==> src/rtl/avr_serial_pkg.sv <==
// Shared types and constants for the AVR-bound serial transmitter.
package avr_serial_pkg;

   typedef enum logic [2:0] {
      IDLE,
      START,
      DATA,
      PAR,
      STOP
   } tx_state_e;

   localparam int unsigned PAR_NONE = 0;
   localparam int unsigned PAR_EVEN = 1;
   localparam int unsigned PAR_ODD  = 2;

endpackage

==> src/rtl/sync_fifo.sv <==
// Single-clock FIFO with registered occupancy; push is refused while full even if a pop coincides.
module sync_fifo #(
   parameter int unsigned WIDTH = 8,
   parameter int unsigned DEPTH = 16
) (
   input  logic                     clk,
   input  logic                     rst_n,
   input  logic                     push,
   input  logic [WIDTH-1:0]         wdata,
   input  logic                     pop,
   output logic [WIDTH-1:0]         rdata,
   output logic                     full,
   output logic                     empty,
   output logic [$clog2(DEPTH):0]   count
);

   localparam int unsigned AW = $clog2(DEPTH);

   logic [WIDTH-1:0] mem_q [DEPTH];
   logic [AW-1:0]    wr_ptr_q;
   logic [AW-1:0]    rd_ptr_q;
   logic [AW:0]      count_q;
   logic             push_ok;
   logic             pop_ok;

   assign full    = (count_q == (AW+1)'(DEPTH));
   assign empty   = (count_q == '0);
   assign push_ok = push && !full;
   assign pop_ok  = pop && !empty;
   assign rdata   = mem_q[rd_ptr_q];
   assign count   = count_q;

   always_ff @(posedge clk or negedge rst_n) begin
      if (!rst_n) begin
         for (int unsigned i = 0; i < DEPTH; i++) begin
            mem_q[i] <= '0;
         end
         wr_ptr_q <= '0;
         rd_ptr_q <= '0;
         count_q  <= '0;
      end else begin
         if (push_ok) begin
            mem_q[wr_ptr_q] <= wdata;
            wr_ptr_q        <= wr_ptr_q + AW'(1);
         end
         if (pop_ok) begin
            rd_ptr_q <= rd_ptr_q + AW'(1);
         end
         case ({push_ok, pop_ok})
            2'b10:   count_q <= count_q + (AW+1)'(1);
            2'b01:   count_q <= count_q - (AW+1)'(1);
            default: count_q <= count_q;
         endcase
      end
   end

endmodule

==> src/rtl/avr_serial_tx.sv <==
// Buffered UART transmitter toward the AVR: FIFO write port, configurable frame format,
// frames started only while the synchronised AVR busy line is low.
module avr_serial_tx
   import avr_serial_pkg::*;
#(
   parameter int unsigned CLK_PER_BIT = 100,
   parameter int unsigned DATA_BITS   = 8,
   parameter int unsigned PARITY      = PAR_NONE,
   parameter int unsigned STOP_BITS   = 1,
   parameter int unsigned FIFO_DEPTH  = 16
) (
   input  logic                           clk,
   input  logic                           rst_n,
   input  logic [DATA_BITS-1:0]           data,
   input  logic                           new_data,
   output logic                           ready,
   input  logic                           block,
   output logic                           tx,
   output logic                           busy,
   output logic [$clog2(FIFO_DEPTH):0]    fifo_count,
   output logic                           overflow
);

   localparam int unsigned TW = $clog2(STOP_BITS * CLK_PER_BIT);
   localparam int unsigned BW = $clog2(DATA_BITS);
   localparam logic [TW-1:0] BIT_LAST  = TW'(CLK_PER_BIT - 1);
   localparam logic [TW-1:0] STOP_LAST = TW'(STOP_BITS * CLK_PER_BIT - 1);
   localparam logic [BW-1:0] DBIT_LAST = BW'(DATA_BITS - 1);

   tx_state_e              state_q;
   logic [TW-1:0]          timer_q;
   logic [BW-1:0]          bitcnt_q;
   logic [DATA_BITS-1:0]   shift_q;
   logic                   par_q;
   logic                   tx_q;
   logic                   block_s1_q;
   logic                   block_s_q;

   logic [DATA_BITS-1:0]   fifo_rdata;
   logic                   fifo_full;
   logic                   fifo_empty;
   logic                   fifo_pop;

   sync_fifo #(
      .WIDTH (DATA_BITS),
      .DEPTH (FIFO_DEPTH)
   ) u_fifo (
      .clk   (clk),
      .rst_n (rst_n),
      .push  (new_data),
      .wdata (data),
      .pop   (fifo_pop),
      .rdata (fifo_rdata),
      .full  (fifo_full),
      .empty (fifo_empty),
      .count (fifo_count)
   );

   always_ff @(posedge clk or negedge rst_n) begin
      if (!rst_n) begin
         block_s1_q <= 1'b0;
         block_s_q  <= 1'b0;
      end else begin
         block_s1_q <= block;
         block_s_q  <= block_s1_q;
      end
   end

   assign fifo_pop = (state_q == IDLE) && !fifo_empty && !block_s_q;

   // tx_q reflects the state held during the previous cycle, so the line trails the FSM by one clock.
   always_ff @(posedge clk or negedge rst_n) begin
      if (!rst_n) begin
         state_q  <= IDLE;
         timer_q  <= '0;
         bitcnt_q <= '0;
         shift_q  <= '0;
         par_q    <= 1'b0;
         tx_q     <= 1'b1;
      end else begin
         case (state_q)
            IDLE: begin
               tx_q <= 1'b1;
               if (fifo_pop) begin
                  shift_q  <= fifo_rdata;
                  par_q    <= (PARITY == PAR_ODD) ? ~^fifo_rdata : ^fifo_rdata;
                  bitcnt_q <= '0;
                  timer_q  <= '0;
                  state_q  <= START;
               end
            end
            START: begin
               tx_q <= 1'b0;
               if (timer_q == BIT_LAST) begin
                  timer_q <= '0;
                  state_q <= DATA;
               end else begin
                  timer_q <= timer_q + TW'(1);
               end
            end
            DATA: begin
               tx_q <= shift_q[0];
               if (timer_q == BIT_LAST) begin
                  timer_q <= '0;
                  shift_q <= shift_q >> 1;
                  if (bitcnt_q == DBIT_LAST) begin
                     state_q <= (PARITY != PAR_NONE) ? PAR : STOP;
                  end else begin
                     bitcnt_q <= bitcnt_q + BW'(1);
                  end
               end else begin
                  timer_q <= timer_q + TW'(1);
               end
            end
            PAR: begin
               tx_q <= par_q;
               if (timer_q == BIT_LAST) begin
                  timer_q <= '0;
                  state_q <= STOP;
               end else begin
                  timer_q <= timer_q + TW'(1);
               end
            end
            STOP: begin
               tx_q <= 1'b1;
               if (timer_q == STOP_LAST) begin
                  timer_q <= '0;
                  state_q <= IDLE;
               end else begin
                  timer_q <= timer_q + TW'(1);
               end
            end
            default: begin
               tx_q    <= 1'b1;
               state_q <= IDLE;
            end
         endcase
      end
   end

   assign tx       = tx_q;
   assign ready    = !fifo_full;
   assign busy     = !fifo_empty || (state_q != IDLE);
   assign overflow = new_data && fifo_full;

endmodule

==> config.mk <==
export PLATFORM = sky130hd
export DESIGN_NAME = avr_serial_tx
export DESIGN_NICKNAME = d
export VERILOG_FILES = /design/src/rtl/avr_serial_pkg.sv /design/src/rtl/sync_fifo.sv /design/src/rtl/avr_serial_tx.sv
export SDC_FILE = /design/constraint.sdc
export NUM_CORES = 1
export LEC_CHECK = 0
export ABC_AREA = 0
export CAP_MARGIN = 20
export CORE_ASPECT_RATIO = 1.1
export CORE_UTILIZATION = 30
export CTS_BUF_LIST = sky130_fd_sc_hd__clkbuf_16
export CTS_CLUSTER_SIZE = 28
export DETAILED_ROUTE_END_ITERATION = 8
export SLEW_MARGIN = 0
export SYNTH_ARGS = -nofsm -noshare
export SYNTH_HDL_FRONTEND = slang
export SYNTH_HIERARCHICAL = 1
export SYNTH_SLANG_ARGS = --single-unit
==> constraint.sdc <==
create_clock -name clk -period 9.9 [get_ports clk]
set_input_delay 2.475 -clock clk [delete_from_list [all_inputs] [get_ports clk]]
set_output_delay 2.475 -clock clk [all_outputs]
set_load 0.01 [all_outputs]
=== After elaboration in Yosys (flattened, before gate mapping) ===
Cells that the tools add are included.

* Logic and storage cells: 102
* Flip-flop bits (word level): 166
* Input bits: 12

* Reduce and logical (&&, ||, !) cells: 23
* Equal/unequal tests: 16
* Multiplexer cells: 25
* Bitwise logic cells: 2
* Magnitude comparators: 3
* Add/subtract/negate cells: 6

{| class="wikitable"
|+ Operators with widths
! cell !! number
|-
| 128-bit bitwise mux || 1
|-
| 8-bit two-way mux || 5
|-
| 8-bit binary-select mux with 4-bit select || 1
|-
| 8-bit demux with 4-bit select || 1
|-
| 3-bit two-way mux || 9
|-
| 8-bit one-hot mux with 2 select lines || 1
|-
| 3-bit one-hot mux with 5 select lines || 1
|-
| 7-bit two-way mux || 2
|-
| 7-bit one-hot mux with 2 select lines || 1
|-
| 2-bit inequality test (second input constant) || 6
|-
| 5-bit greater-or-equal comparator (second input constant) || 2
|-
| 4-bit NOT with 5-bit output || 2
|-
| 5-bit one-hot mux with 2 select lines || 1
|-
| 4-bit by 1-bit adder with 4-bit output (second input constant) || 2
|-
| 8-bit XOR reduction || 1
|-
| 7-bit by 1-bit adder with 7-bit output (second input constant) || 1
|-
| 7-bit equality test (second input constant) || 1
|-
| 3-bit by 2-bit equality test with 1-bit output (second input constant) || 2
|-
| 3-bit equality test (second input constant) || 2
|-
| 1-bit logical AND || 6
|-
| 3-bit one-hot mux with 2 select lines || 1
|-
| 6-bit AND reduction || 1
|-
| 2-bit nonzero test || 3
|-
| 5-bit by 1-bit adder with 5-bit output (second input constant) || 1
|-
| other kinds (18) || 21
|}

=== Longest topological paths before layout ===
* Depth in word-level cells: 7
* Depth in mapped cells: 14
* Gate-level depth less buffers: 13

=== Cells and area by module ===
Netlist, hierarchy kept.

{| class="wikitable"
|+ By module, submodules not included
! module !! sequential area each (um^2) !! cells an instance !! times used !! area an instance (um^2)
|-
| sync_fifo || 3528.4 || 471 || 1 || 6841.6
|-
| avr_serial_tx || 626.9 || 157 || 1 || 1544.0
|}

=== Worst setup path after synthesis ===
Ideal clock, no wire load.

* Path kind: input port to output port
* Start: in new_data
* End: out overflow
* Stages: 1
* Path buffers: 0
* Slack: 4.785 ns
* Arrival: 2.640 ns
* Cells stage by stage: and2_1

* Word-level cells in the longest chain between the ends: 1

{| class="wikitable"
|+ Ends and longest elaborated chain
! item !! line !! source
|-
| start, declared || avr_serial_tx.sv:15 || <nowiki>input logic new_data,</nowiki>
|-
| 1-bit logical AND || avr_serial_tx.sv:144 || <nowiki>assign overflow = new_data && fifo_full;</nowiki>
|-
| end, declared || avr_serial_tx.sv:21 || <nowiki>output logic overflow</nowiki>
|}

Every way passes these cells.

=== Final worst setup path ===
Same ends and word-level chain as after synthesis.

==> key figures <==
Status
  • Status: completed

Layout
  • # fillers: roughly 2600
  • Area growth, synth to finish: 13.1%
  • # diodes: 0
  • Layout cells sized above 1: 0.354
  • Nets@finish: about 660

Worst setup path
  • Worst r2r dst: u_fifo/count[4]
  • RR Startpoint: state_q[1]
  • Delay-heaviest family, CP: buffers and inverters
  • CP endpoint kind: output port
  • CP bufs+invs: 2
  • Worst Setup EP: overflow
  • Arrival time worst endpoint: ~3.6 ns
  • Crit Path Category: input pin to output port
  • Startpoint types: input pin
  • Crit. Startpoint: new_data
  • Max incr delay on CP: 0.52 ns
  • FF-to-FF setup slack: between 6 and 7 ns
  • Worst path slowest cell: clkdlybuf4s50_1
  • Most common cell on crit path: clkdlybuf4s50_1
  • Critical path depth: 3
  • Critical path, cell by cell: clkdlybuf4s50_1, and2_1, clkdlybuf4s50_1
  • Critical Path RT: around 7.4 ns
  • Reg2reg path depth: 11
  • Crit-path max FO: 2

Clocking
  • Post-CTS Setup Bufs: 0
  • CTS Sinks: roughly 170
  • Clock latency on the worst-skew pair: 0.44 ns
  • Worst-case clock buffer depth: 2
  • Worst-path clk slew: 0.07 ns
  • Hold-fix buffers at CTS: 0
  • CTS root buf: clkbuf_16
  • CTS tree: done
  • Post-cts sizing count: 0
  • CTS Buf Count: 17
  • CTS H-Tree Depth: 4

Timing
  • Unrepaired setup endpoints after global routing: no
  • Final Cycle Share: 0.614
  • Pins Over Slew Limit: 0
  • Worst Slack Setup Final: 3.82 ns
  • Final setup fails: 0
  • Worst-margin pin slew: around 0.95 ns
  • Final hold violations: 0
  • Worst Hold Slack: between 0.3 and 0.4 ns
  • Clock Skew: ~0.011 ns
  • TNS Setup: 0 ns
  • Maximum clock frequency: ~0.16 GHz
  • Slew headroom: 0.369
  • Final min period: ~6.1 ns

Floorplanning
  • Die area: 28600 um2
  • Die W: between 150 and 200 um
  • # rows: 63
  • Die H: 177 um
  • Initial core utilization: 0.308
  • Core area: around 27000 um2
  • Top-Level Pins: 21

Power and ir drop
  • Peak VDD IR: 127 uV
  • Leak Pwr: 4.01 nW
  • PwrDens: between 300 and 400 nW/um2

Synth
  • Sequential share of the synthesized area: 0.496
  • Dominant cells by area after synthesis: dfrtp_1 (49%), mux2_2 (18%), mux4_2 (4.6%)
  • Synth Cell Area: about 8400 um2
  • Post-synth EDFFs: 0
  • Synth area leader: dfrtp_1
  • Post-synth top cells: dfrtp_1 (165), mux2_2 (135), nand2_1 (28)
  • Most frequent cell after synthesis: dfrtp_1
  • Yosys cell types: 60
  • Yosys top cell area share: 0.492
  • Async SR Flop Fraction: 1.00
  • Synthesized area per cell: roughly 13 um2
  • Post-Synthesis Net Count: 653
  • Primary FF master, synth: dfrtp_1
  • Gate Count Post-Synth: approximately 630
  • Ys Warns: 6
  • Number of synthesized register bits: 166

Place
  • Post-Place Setup Slack: ~3.8 ns
  • Port Buffer Count: 20
  • Gpl congestion: between 0.7 and 0.8
  • Detail Placement HPWL: 11400 um

Detailed routing
  • Antenna viol nets, final: 0
  • Via count: ~5000
  • DRC viols: 0
  • Pre-antenna DRT Iters: 4
  • Post-DR wirelength/cell: approximately 18 um
  • Total Wirelength: roughly 18000 um
  • Vias per inst: ~5.0
  • Initial DRC count: 280

Job
  • Max-Cap Viols: 0

Global routing
  • First-pass GRT wire length: 29000 um
  • Met2 track demand over resource: 0.217
  • Total GRT Usage: 0.134
  • Gr busiest metal: met2
  • Initial antenna violation count: 0
  • Largest net degree at the start of global routing: 88
  • Met1 Use GR: 0.180
  • Gr ovfl total: 0
  • Number of global-route vias before repair: 5051
  • Grt met3 use: 0.0285

Hold path
  • Hold Crit Class: register to register
## metal layers
layer	share of wire	up-vias	wire length, um
li1	-	2318	-
met1	0.47	2622	8590
met2	0.49	54	8880
met3	0.024	13	432
met4	0.011	0	206
met5	0	-	0
## cell usage in the layout (no fill, tap or decap), drive strengths merged, types with 2 or more instances in the layout
master         netlist  layout
ha                  12      12
clkbuf              20      17
buf                 18       6
clkinvlp             0       3
inv                 11      17
o31ai                2       2
o21ai               32      32
nand3               21      21
nand3b               2       2
xor2                 3       3
a21oi               17      17
clkdlybuf4s50        0      19
mux2               149     149
a21o                 4       4
nor2                17      17
or3                  4       4
and2                 4       4
clkinv               0       6
mux4                17      17
o211ai               2       2
a22oi               10      10
mux2i               27      27
nand4               10      10
or2                  4       4
xnor2               14      14
a221oi               8       8
a22o                 3       3
nor2b                7       7
nand2               28      28
dfrtp              165     165
## final cells by class
class / instances / area (um2) / share of cell area
Clock inverter: 15 / 161 / 0.0170
Timing Repair Buffer: 25 / 259 / 0.0273
Multi-Input combinational cell: 413 / 3990 / 0.421
Clock buffer: 17 / 425 / 0.0449
Inverter: 11 / 41.3 / 0.00435
Tap cell: 357 / 447 / 0.0471
Sequential cell: 166 / 4160 / 0.438
## power by group
| group | switching [W] | leakage, nW | internal [W] | total [W] |
|---|---|---|---|---|
| Combinational | 0.000491 | 1.67 | 0.000597 | 0.00109 |
| Sequential | 0.000183 | 2.06 | 0.000975 | 0.00116 |
| Clock | 0.000318 | 0.277 | 0.000336 | 0.000654 |
## cells by family after synthesis
| logic type | Yosys count | share of synthesized area |
|---|---|---|
| fa+ha+maj | 13 | 0.0203 |
| buf+inv | 49 | 0.0283 |
| mux | 193 | 0.282 |
| flops | 166 | 0.496 |
| xor+xnor | 17 | 0.0178 |
| simple gates | 104 | 0.0915 |
| compound gates | 86 | 0.0651 |
## worst min-delay path by stage
stage / start / end / slack [ns] / cells after the start
finish: block_s1_q / block_s_q / 0.35 / 0
global route: block_s1_q / block_s_q / 0.38 / 0
CTS: block_s1_q / block_s_q / 0.35 / 0
detailed placement: block_s1_q / block_s_q / 0.35 / 0
global placement: block_s1_q / block_s_q / 0.34 / 0
floorplan: block_s1_q / block_s_q / 0.33 / 0
## worst reg2reg max path: stages, from the launching register on
cell,delay [ns]
dfrtp_1,0.67
nor3_1,0.47
and2_1,0.23
nor2b_1,0.42
ha_1,0.32
inv_1,0.12
fa_1,0.42
nor2b_1,0.12
o21ai_0,0.10
nand3_1,0.09
or3b_2,0.46
xnor2_1,0.14
## flip-flops by register name (all words and copies together) (netlist names), 3 cells and up
signal	count
u_fifo/count	5
bitcnt_q	3
state_q	3
u_fifo/wr_ptr_q	4
u_fifo/mem_q	128
shift_q	8
timer_q	7
u_fifo/rd_ptr_q	4
## per-stage QoR
| step | cells | instance area, um2 | total power [W] | util |
|---|---|---|---|---|
| after CTS | 1003 | 9460 | 0.00293 | 0.348 |
| after floorplan | 628 | 8390 | 0.00200 | - |
| after global routing | 1004 | 9480 | 0.00308 | 0.349 |
| final | 1004 | 9480 | 0.00290 | 0.349 |
| after detailed placement | 971 | 8870 | 0.00227 | 0.326 |
| after global placement | 971 | 8870 | 0.00224 | 0.326 |
No activity file was read; power rests on OpenSTA's default activity.
